===== src/rtl/pulse_seq_if.sv =====
// RAM-side bus between the pulse sequencer and the pattern RAM.
// Sequencer drives address and read/write select; RAM returns registered read data.
interface pulse_seq_if #(
  parameter int unsigned DATA_W = 8,
  parameter int unsigned ADDR_W = 4
) ();
  logic [ADDR_W-1:0] ram_addr;
  logic              ram_RW;
  logic [DATA_W-1:0] ram_data;

  modport master (
    output ram_addr,
    output ram_RW,
    input  ram_data
  );

  modport slave (
    input  ram_addr,
    input  ram_RW,
    output ram_data
  );
endinterface


===== src/rtl/pulse_seq.sv =====
// Pulse-pattern sequencer: walks the pattern RAM and turns each entry into one
// timed level segment on pulse_out (even index high, odd index low, zero ends).
module pulse_seq #(
  parameter int unsigned DATA_W      = 8,
  parameter int unsigned ADDR_W      = 4,
  parameter int unsigned NUM_ENTRIES = 8
) (
  input  logic              clk_SEQ,
  input  logic              rst_n,
  input  logic              start,
  input  logic              stop,
  input  logic              loop_en,
  pulse_seq_if.master       ram,
  output logic              pulse_out,
  output logic              busy,
  output logic              done,
  output logic [ADDR_W-1:0] seg_idx
);

  localparam logic [ADDR_W-1:0] LastIdx = ADDR_W'(NUM_ENTRIES - 1);

  typedef enum logic [1:0] {StIdle, StFetch, StLoad, StHold} state_e;

  state_e            state_q, state_d;
  logic              pulse_q, pulse_d;
  logic              done_q, done_d;
  logic [DATA_W-1:0] cnt_q, cnt_d;
  logic [ADDR_W-1:0] idx_q, idx_d;
  logic [ADDR_W-1:0] addr_q, addr_d;
  // Set when the last table entry finishes without looping: the final segment
  // still gets its two-cycle fetch tail so every segment lasts value+2 cycles.
  logic              tail_q, tail_d;

  logic data_zero;
  logic cnt_last;

  assign data_zero = (ram.ram_data == '0);
  assign cnt_last  = (cnt_q == DATA_W'(1));

  // State and datapath registers
  always_ff @(posedge clk_SEQ or negedge rst_n) begin
    if (!rst_n) begin
      state_q <= StIdle;
      pulse_q <= 1'b0;
      done_q  <= 1'b0;
      cnt_q   <= '0;
      idx_q   <= '0;
      addr_q  <= '0;
      tail_q  <= 1'b0;
    end else begin
      state_q <= state_d;
      pulse_q <= pulse_d;
      done_q  <= done_d;
      cnt_q   <= cnt_d;
      idx_q   <= idx_d;
      addr_q  <= addr_d;
      tail_q  <= tail_d;
    end
  end

  // Next-state logic; stop overrides every transition
  always_comb begin
    state_d = state_q;
    if (stop) begin
      state_d = StIdle;
    end else begin
      unique case (state_q)
        StIdle: begin
          if (start) state_d = StFetch;
        end
        StFetch: state_d = StLoad;
        StLoad: begin
          if (tail_q) begin
            state_d = StIdle;
          end else if (!data_zero) begin
            state_d = StHold;
          end else if ((idx_q == '0) || !loop_en) begin
            state_d = StIdle;
          end else begin
            state_d = StFetch;
          end
        end
        StHold: begin
          if (cnt_last) state_d = StFetch;
        end
        default: state_d = StIdle;
      endcase
    end
  end

  // Registered output and datapath next values
  always_comb begin
    pulse_d = pulse_q;
    done_d  = 1'b0;
    cnt_d   = cnt_q;
    idx_d   = idx_q;
    addr_d  = addr_q;
    tail_d  = tail_q;
    if (stop) begin
      pulse_d = 1'b0;
      tail_d  = 1'b0;
    end else begin
      unique case (state_q)
        StIdle: begin
          pulse_d = 1'b0;
          if (start) begin
            idx_d  = '0;
            addr_d = '0;
            tail_d = 1'b0;
          end
        end
        StFetch: ;
        StLoad: begin
          if (tail_q) begin
            pulse_d = 1'b0;
            done_d  = 1'b1;
            tail_d  = 1'b0;
          end else if (!data_zero) begin
            pulse_d = ~idx_q[0];
            cnt_d   = ram.ram_data;
          end else begin
            pulse_d = 1'b0;
            // A zero at index 0 always ends, so looping never spins silently
            if ((idx_q == '0) || !loop_en) begin
              done_d = 1'b1;
            end else begin
              idx_d  = '0;
              addr_d = '0;
            end
          end
        end
        StHold: begin
          cnt_d = cnt_q - DATA_W'(1);
          if (cnt_last) begin
            if (idx_q < LastIdx) begin
              idx_d  = idx_q + ADDR_W'(1);
              addr_d = idx_q + ADDR_W'(1);
            end else if (loop_en) begin
              idx_d  = '0;
              addr_d = '0;
            end else begin
              tail_d = 1'b1;
            end
          end
        end
        default: ;
      endcase
    end
  end

  assign ram.ram_addr = addr_q;
  assign ram.ram_RW   = 1'b0;
  assign pulse_out    = pulse_q;
  assign done         = done_q;
  assign busy         = (state_q != StIdle);
  assign seg_idx      = idx_q;

endmodule


===== src/flat_wrapper.sv =====
// flat-port wrapper written by rule: the top's interface ports become plain ports
module pulse_seq_flat 
#(
  parameter int unsigned DATA_W      = 8,
  parameter int unsigned ADDR_W      = 4,
  parameter int unsigned NUM_ENTRIES = 8
)
  (clk_SEQ, rst_n, start, stop, loop_en, pulse_out, busy, done, seg_idx, ram_ram_addr, ram_ram_RW, ram_ram_data);
  pulse_seq_if #(.DATA_W(DATA_W), .ADDR_W(ADDR_W)) ram_i ();
  input  logic clk_SEQ;
  input  logic rst_n;
  input  logic start;
  input  logic stop;
  input  logic loop_en;
  output logic pulse_out;
  output logic busy;
  output logic done;
  output logic [ADDR_W-1:0] seg_idx;
  output wire logic [$bits(ram_i.ram_addr)-1:0] ram_ram_addr;
  output wire logic [$bits(ram_i.ram_RW)-1:0] ram_ram_RW;
  input wire logic [$bits(ram_i.ram_data)-1:0] ram_ram_data;
  assign ram_ram_addr = ram_i.ram_addr;
  assign ram_ram_RW = ram_i.ram_RW;
  assign ram_i.ram_data = ram_ram_data;
  pulse_seq #(.DATA_W(DATA_W), .ADDR_W(ADDR_W), .NUM_ENTRIES(NUM_ENTRIES)) u_core (.clk_SEQ(clk_SEQ), .rst_n(rst_n), .start(start), .stop(stop), .loop_en(loop_en), .ram(ram_i), .pulse_out(pulse_out), .busy(busy), .done(done), .seg_idx(seg_idx));
endmodule

===== config.mk =====
export PLATFORM = sky130hd
export DESIGN_NAME = pulse_seq_flat
export DESIGN_NICKNAME = d
export VERILOG_FILES = /design/src/rtl/pulse_seq_if.sv /design/src/rtl/pulse_seq.sv /design/src/flat_wrapper.sv
export SDC_FILE = /design/constraint.sdc
export NUM_CORES = 1
export LEC_CHECK = 0
export ABC_AREA = 1
export ABC_CLOCK_PERIOD_IN_PS = 1300
export CAP_MARGIN = 10
export CORE_MARGIN = 10
export CORE_UTILIZATION = 30
export DETAILED_ROUTE_END_ITERATION = 6
export DONT_BUFFER_PORTS = 1
export SETUP_SLACK_MARGIN = 0.4
export SLEW_MARGIN = 20
export SYNTH_ARGS = -nofsm -noshare
export SYNTH_HDL_FRONTEND = slang
export SYNTH_SLANG_ARGS = --single-unit

===== constraint.sdc =====
create_clock -name clk_SEQ -period 1.3 [get_ports clk_SEQ]
set_input_delay 0.13 -clock clk_SEQ [delete_from_list [all_inputs] [get_ports clk_SEQ]]
set_output_delay 0.13 -clock clk_SEQ [all_outputs]
set_load 0.02 [all_outputs]

Yosys cells after proc, flatten, opt, wreduce, memory -nomap -nowiden
Cells that the tools add are included.
{ "totals": {"regBits": 17} }
{ "op_classes": {"mux": 33, "n_eq_ne": 15, "order_cmp": 1, "bitwise": 2, "n_addsub": 2, "n_reduce_logical": 14} }
{ "ops": {"columns": ["op", "count"], "rows": [
  ["$mux W4", 7],
  ["$mux W8", 2],
  ["$pmux W8 S2", 1],
  ["$mux W1", 14],
  ["$pmux W4 S3", 1],
  ["$mux W2", 5],
  ["$ne A3 B3 Y1 const B", 3],
  ["$eq A8 B1 Y1 const B", 1],
  ["$logic_not A8 Y1", 1],
  ["$ne A2 B2 Y1 const B", 4],
  ["$pmux W2 S4", 1],
  ["$reduce_and A8 Y1", 1],
  ["$sub A8 B1 Y8 const B", 1],
  ["$ne A3 B2 Y1 const B", 2],
  ["$reduce_bool A3 Y1", 2],
  ["$reduce_and A5 Y1", 1],
  ["$add A4 B1 Y4 const B", 1],
  ["$eq A2 B2 Y1 const B", 2],
  ["$logic_not A4 Y1", 1],
  ["$lt A4 B3 Y1 const B", 1],
  ["$ne A2 B1 Y1 const B", 2],
  ["$reduce_and A4 Y1", 1],
  ["$reduce_bool A2 Y1", 2],
  ["$reduce_bool A4 Y1", 1],
  ["other kinds (8)", 9]
]} }

Depth between registers and ports, before layout
Gate-level depths: netlist (run 1).
{ "logic_depth": {"ltp_word": 7, "ltp_mapped": 11, "mapped_depth_nobuf": 10} }

Worst setup path after synthesis (run 1)
No wires, ideal clock.
{ "synth_timing": {"kind": "flip-flop to flip-flop", "startpoint": "reg u_core.state_q[0]", "endpoint": "reg u_core.addr_q[0] (netlist: u_core.ram.ram_addr[0])", "setup_slack_ps": -165, "path_buffers": 1, "setup_ps": 118, "arrival_time_ps": 1348, "stages_incl_launch_ff": 12, "t_required_ps": 1182, "path_cell_list": "dfrtp_1 inv_1 ha_1 buf_6 nand2_2 inv_2 nor2_4 nand2_2 a21oi_2 nand3_2 nand2_1 nand2_1"} }
{ "synth_via": {"elab_chain_len": 3} }
{ "synth_rtl": {"columns": ["item", "line_no", "rtl"], "rows": [
  ["start, declared", "pulse_seq.sv:24", "state_e state_q, state_d;"],
  ["start signal, assigned", "pulse_seq.sv:43", "state_q <= StIdle;"],
  ["start signal, assigned", "pulse_seq.sv:51", "state_q <= state_d;"],
  ["$eq A2 B2 Y1 or $logic_not A2 Y1 (tied branches)", "pulse_seq.sv:103", "unique case (state_q)"],
  ["$ne A3 B2 Y1 (no line), or another cell as far along", null, null],
  ["$reduce_and A8 Y1 (no line)", null, null],
  ["end signal, assigned", "pulse_seq.sv:56", "addr_q <= addr_d;"],
  ["end, declared", "pulse_seq.sv:29", "logic [ADDR_W-1:0] addr_q, addr_d;"]
]} }
Parallel ways exist; a longest one is shown, timed or not.
A chain may end at the register's enable or synchronous reset.

Final worst setup path (run 1)
{ "layout_timing": {"startpoint": "reg u_core.state_q[1]", "endpoint": "reg u_core.addr_q[0] (netlist: u_core.ram.ram_addr[0])"} }
The elaborated chain is that of the path after synthesis.

==> out/qor.txt, run 1 <==
Final setup skew - 4.593 ps
Syn Area/Cell - 6.765 um2
Io pins - 25
CP Capture Type - flip-flop
Port bufs - 0
Worst min path class - input pin to async pin
Least-Margin Pin Slew - 803.5 ps
Slew Limit Fails - 0
DPL Wire Length - 2673 um
Required time of the critical path - 1450 ps
Failing checks - negative setup slack
Startpoint Class - flip-flop
Post-Synthesis Cells - 204
Total power - 2.358 mW
Final min period - 1429 ps
Nets - 264
Worst hold slack - 19.83 ps
DRC errors left - 0
Area contributors post-synth - dfrtp_1, nand2_1, nor2_1, ha_1, inv_1
RSZ-0062 raised after global routing - true
Status - complete, but fails checks
Vias per inst - 4.546
Wire per inst - 11.97 um
Warnings from Yosys - 0
Flop and latch count out of synthesis - 17
Syn Std Cell Area - 1380 um2
ANT cells - 0
Skew-Pair Late Insertion Delay - 260 ps
Final worst slack - -128.6 ps
Num Clock Sinks - 17
Register area share after synthesis - 30.83%
Max H-tree Level - 1
Synth Area in Simple Gates - 40.44%
Largest family of logic cells by synthesized area - simple AND/OR/NAND/NOR gates
Share of the synthesized area in the top cell type - 30.83%
Horiz. Die Dim - 87.83 um
Synth cell types - 28
Adder-Cell Fraction of Synth Area - 8.160%
Share of cells above drive strength 1 - 35.27%
Syn Nets - 226
Clk root buf - clkbuf_8
Reg2Reg Setup Slack - -130 ps
CP Max Fanout - 7
Relative slew slack - 46.44%
Clock Tree Buf Depth - 2
Worst EP arrival - 1580 ps
F_max - 0.7000 GHz
LEAKAGE - 0.9418 nW
Detailed-route via count - 1332
Final setup vio count - 16
CTS tree - yes
Fin crit share - 109.9%
Max Cap Viol - 0
Global placement routability congestion - 0.8057
Number of global-route vias before repair - 1280
# fillers - 452
Final WL - 3507 um
Multiplexer share of the synthesized area - 0%
Num CTS Buffers - 3
DRT Pass-1 Iters - 4
Die area - 7713 um2
Clk slew on worst S/H paths - 80 ps
Rows - 24
Largest net degree at the start of global routing - 18
Final antenna-violating net count - 0
First-pass GRT wire length - 5913 um
Die H - 87.83 um
XOR/XNOR Fraction of Synth Area - 0%
Initial antenna violation count - 0
All-Layer GR Usage - 9.500%
Total grt overflow - 0
Synth Area in Compound Gates - 8.341%
Power Density - 1236 nW/um2
Post-synth top area cell - dfrtp_1
Final number of hold-violating endpoints - 0
Worst vdd ir - 0.7202 mV
Initial Util - 31.26%
Crit path kind - flip-flop to flip-flop
Core footprint - 4414 um2
Initial drt markers - 70
Synth-to-layout area growth - 38.26%
-- worst max-delay path, stage by stage, from the launching register on --
cell	delay [ps]
dfrtp_2	450
ha_4	210
nand2_4	70
inv_4	40
nor2_4	80
nand2_2	80
a21oi_2	120
nand3_2	140
nand2_1	80
nand2_1	50
-- where the power goes --
| group | switching, mW | total [mW] | internal, mW |
|---|---|---|---|
| clock | 0.209 | 0.423 | 0.213 |
| combinational | 0.594 | 1.13 | 0.534 |
| sequential | 0.139 | 0.807 | 0.668 |
-- per-stage QoR --
step           instances  util [%]  setup WS, ps  setup TNS, ps  instance area (um2)
5_1_grt              293     43.23        -236.1          -3059                 1908
3_5_place_dp         281     37.70        -202.0          -2360                 1664
4_1_cts              290     42.06        -146.3          -1623                 1857
6_report             293     43.23        -128.6          -1378                 1908
2_1_floorplan        204         -        -120.7          -1243                 1413
3_3_place_gp         281     37.70        -182.7          -1961                 1664
-- cells by family (layout without fill, tap and decap cells) --
logic type	count (synthesis)	in the layout
AND/OR/NAND/NOR	124	124
buffers and inverters	35	72
AO/OA/AOI/OAI	18	18
flip-flops	17	17
adder cells (fa/ha/maj)	9	9
other	1	1
-- routing by layer --
| metal | vias to the layer above | global-route usage [%] | wire, um |
|---|---|---|---|
| met5 | - | 0 | 0 |
| met4 | 0 | 2.609 | 36 |
| met3 | 4 | 3.900 | 262 |
| met2 | 21 | 15.61 | 1707 |
| met1 | 601 | 11.12 | 1501 |
| li1 | 706 | - | - |
-- layout make-up --
class | count | area [um2] | share of cell area (%)
clock buffer | 3 | 41.29 | 2.164
tap | 52 | 65.06 | 3.410
inverter | 27 | 108.9 | 5.705
multi-input combinational | 152 | 894.6 | 46.89
timing repair buffer | 41 | 364.1 | 19.08
sequential | 17 | 429.2 | 22.49
clock inverter | 1 | 5.005 | 0.2623
-- cells in the final DEF, fill, tap and decap left out, drive strengths merged --
master	n
clkinv	1
a211oi	1
nand3b	1
clkbuf	3
nor3	3
dlymetal6s4s	1
inv	27
nand2	64
ha	9
nand4	1
dlygate4sd3	1
conb	1
o21bai	1
buf	39
nor2	38
nor4	1
dfrtp	17
a22oi	1
o21ai	13
o211ai	1
nand3	16
a21oi	1
-- synthesized netlist by cell type --
library cell   n
nand3_2        1
buf_4          6
nor2_4         4
inv_4          1
buf_6          1
nand3b_1       1
nand2_2        5
o21ai_1        9
conb_1         1
nor2_1        31
nand4_1        1
o21ai_0        4
nor2_2         3
nand3_1       15
inv_2          3
nor3_2         1
dfrtp_1       17
a211oi_1       1
a21oi_2        1
o211ai_1       1
buf_2          1
a22oi_1        1
o21bai_4       1
nor3_1         2
nor4_1         1
nand2_1       59
ha_1           9
inv_1         23
-- worst paths after layout --
kind / end / depth (start not counted) / from
max: u_core.ram.ram_addr[0] / 9 / u_core.state_q[1]
max reg2reg: u_core.ram.ram_addr[0] / 9 / u_core.state_q[1]
min reg2reg: u_core.cnt_q[7] / 2 / u_core.cnt_q[7]
min: u_core.cnt_q[4] / 1 / rst_n
min in group clk_SEQ: u_core.pulse_out / 3 / stop
max in group asynchronous: u_core.state_q[1] / 1 / rst_n
-- flip-flops by register name, indices dropped and copies added (netlist names) --
name and count:
u_core.ram.ram_addr 4, u_core.cnt_q 8, u_core.done 1, u_core.tail_q 1, u_core.state_q 2, u_core.pulse_out 1
-- timing repair --
action | 4_1_cts | 5_1_grt
buffers inserted | 3 | 3
pin swaps | 11 | 7
gates resized for setup | 27 | 7
hold buffers | 2 | 0
endpoints found under the setup margin | 26 | 43
hold endpoints to repair | 18 | 0
Power figures use the tool's default switching activity.
==> run 2, diff against run 1 <==
Settings changed: CTS_CLUSTER_DIAMETER set to 80, CTS_CLUSTER_SIZE set to 8.
==> results of run 2 <==
No change in the layout: final DEF, timing and power equal those of run 1.
==> run 3, diff against run 2 <==
Settings changed: PLACE_DENSITY set to 0.41, SLEW_MARGIN 20 to unset.
==> out/qor.txt, run 3 (same netlist as run 1, synthesis figures left out) <==
Status - complete, but fails checks
Failing checks - negative setup slack
Final worst slack - -120.5 ps (+8.071 ps)
Die area - 7713 um2 (unchanged)
CP Max Fanout - 5 (-2)
Nets - 271 (+2.7%)
Fin crit share - 109.3% (-0.62 points)
Most frequent cells in the layout - nand2_1, buf_4, nor2_1, inv_1
Post-route cell area - 1976 um2 (+3.5%)
Num CTS Buffers - 3 (unchanged)
Io pins - 25 (unchanged)
Final setup skew - 1.181 ps (-3.412 ps)
Global routing usage on met1 - 13.10% (+2.0 points)
CP Capture Type - flip-flop
P_int - 1.531 mW (+8.1%)
Horiz. Die Dim - 87.83 um (unchanged)
GRT busiest layer - met2
Worst EP arrival - 1560 ps (-20 ps)
Clk slew on worst S/H paths - 70 ps (about the same)
Slowest stage delay, CP - 440 ps (about the same)
Synth-to-layout area growth - 43.15%
NetSw - 0.9951 mW (+5.6%)
Crit path kind - flip-flop to flip-flop
First-pass GRT wire length - 6934 um (+17%)
Clk root buf - clkbuf_8
Number of flip-flops in the largest register - 8 (unchanged)
Commonest non-fill, non-tap cell in the layout - nand2_1
F_max - 0.7040 GHz (+0.57%)
RSZ-0062 raised after global routing - true
ANT cells - 0 (unchanged)
Number of global-route vias before repair - 1488 (+16%)
Met3 track demand over resource - 3.064% (-0.84 points)
Port bufs - 0 (unchanged)
Die H - 87.83 um (unchanged)
Global placement routability congestion - 0.8146 (+1.1%)
Wire per inst - 13.44 um (+12%)
Final WL - 4032 um (+15%)
Initial drt markers - 44 (-37%)
Initial Util - 31.26% (unchanged)
Required time of the critical path - 1440 ps (about the same)
LEAKAGE - 0.9557 nW (+1.5%)
Vias per inst - 4.650 (+2.3%)
Final number of hold-violating endpoints - 0 (unchanged)
Reg power frac - 30.9% (-3.3 points)
Placed cell area - 1717 um2 (+3.2%)
All-Layer GR Usage - 11.22% (+1.7 points)
Total grt overflow - 0 (unchanged)
Largest net degree at the start of global routing - 18 (unchanged)
Crit path cell chain - ha_4 -> nand2_2 -> inv_2 -> nor2_4 -> nand2_4 -> a21oi_2 -> nand3_2 -> nand2_1 -> nand2_1
DPL Wire Length - 3195 um (+20%)
Skew-Pair Late Insertion Delay - 250 ps (about the same)
Switching part of the total power - 39.40% (-0.57 points)
Startpoint Class - flip-flop
Least-Margin Pin Slew - 892.9 ps (+89.40 ps)
Relative slew slack - 40.48% (-6.0 points)
Comb pwr share - 53.2% (+5.4 points)
Max Cap Viol - 0 (unchanged)
DRC errors left - 0 (unchanged)
Initial antenna violation count - 0 (unchanged)
Worst hold slack - 69.26 ps (+49.42 ps)
Top reg by flops - u_core.cnt_q
Num Clock Sinks - 17 (unchanged)
Share of cells above drive strength 1 - 41.13% (+5.9 points)
Worst min path class - input pin to async pin
Power Density - 1279 nW/um2 (+3.5%)
DRT Pass-1 Iters - 4 (unchanged)
Detailed-route via count - 1395 (+4.7%)
Met2 Track Usage GR - 19.11% (+3.5 points)
Final setup vio count - 16 (unchanged)
Clock Tree Buf Depth - 2 (unchanged)
CTS tree - yes
Clock group share of total power - 15.9% (-2.0 points)
Worst vdd ir - 0.4273 mV (-41%)
Final antenna-violating net count - 0 (unchanged)
Max H-tree Level - 1 (unchanged)
Slew Limit Fails - 0 (unchanged)
Slowest-stage cell, CP - dfrtp_2
Final min period - 1421 ps (-8.071 ps)
Rows - 24 (unchanged)
Core footprint - 4414 um2 (unchanged)
Critical path's most frequent cell - nand2_1
## run 3: changes by cell type in the layout (fill, tap and decap cells not counted), sizes merged
cell / delta
buf: +6
clkbuf: +1
clkinv: -1
clkinvlp: +1
## run 3: worst paths after layout
path                                        start                endpoint  slack [ps]  cells after the start
worst max-delay path            u_core.state_q[1]  u_core.ram.ram_addr[0]        -120                      9
worst min-delay path                        rst_n  u_core.ram.ram_addr[2]          70                      1
worst max register to register  u_core.state_q[1]  u_core.ram.ram_addr[0]        -120                      9
worst min register to register      u_core.tail_q           u_core.tail_q         530                      2
max in group asynchronous                   rst_n       u_core.state_q[1]         620                      1
min in group clk_SEQ              ram_ram_data[2]         u_core.cnt_q[2]         110                      4
## run 3: metrics by stage
step / worst slack [ps] / power [mW] / instances / util [%] / TNS (ps)
final: -120.5 / 2.526 / 300 / 44.76 / -1442
after global routing: -214.2 / 2.775 / 300 / 44.76 / -2988
after CTS: -129.3 / 2.537 / 299 / 43.31 / -1719
after detailed placement: -205.9 / 2.034 / 288 / 38.89 / -2455
after global placement: -223.4 / 2.020 / 288 / 38.89 / -2101
after floorplan: -120.7 / 1.446 / 204 / - / -1243
## run 3: worst max-delay path: cells and delay by family (launching register included)
family                   cells  cell delay [ps]
flip-flops                   1              440
adder cells (fa/ha/maj)      1              190
buffers and inverters        1               50
AND/OR/NAND/NOR              6              520
AO/OA/AOI/OAI                1              110
## run 3: what timing repair did
action / 4_1_cts / 5_1_grt
cloned: 1 / 0
resized for setup: 27 / 15
setup endpoints to repair: 26 / 43
setup buffers: 4 / 1
pin swaps: 10 / 5
hold buffers: 2 / 0
hold endpoints to repair: 18 / 0
## run 3: area by class of cell
class	instances	area (um2)
Clock buffer	4	45.04
Inverter	27	103.9
Sequential cell	17	429.2
Fill cell	458	2439
Timing Repair Buffer	47	397.9
Timing Repair inverter	1	7.507
Tap cell	52	65.06
Multi-Input combinational cell	152	927.1
## run 3: power by group through the flow
stage / logic (mW) / registers [mW] / clock network [mW]
2_1_floorplan: 0.650 / 0.796 / 0
3_3_place_gp: 1.24 / 0.783 / 0
3_5_place_dp: 1.25 / 0.788 / 0
4_1_cts: 1.33 / 0.783 / 0.425
5_1_grt: 1.53 / 0.803 / 0.446
6_report: 1.34 / 0.781 / 0.400
## run 3: per-layer routing
metal	routed length, um	part of all wire, %
met3	182	4.5
met1	1769	44
met2	2057	51
met5	0	0
met4	21	0.52
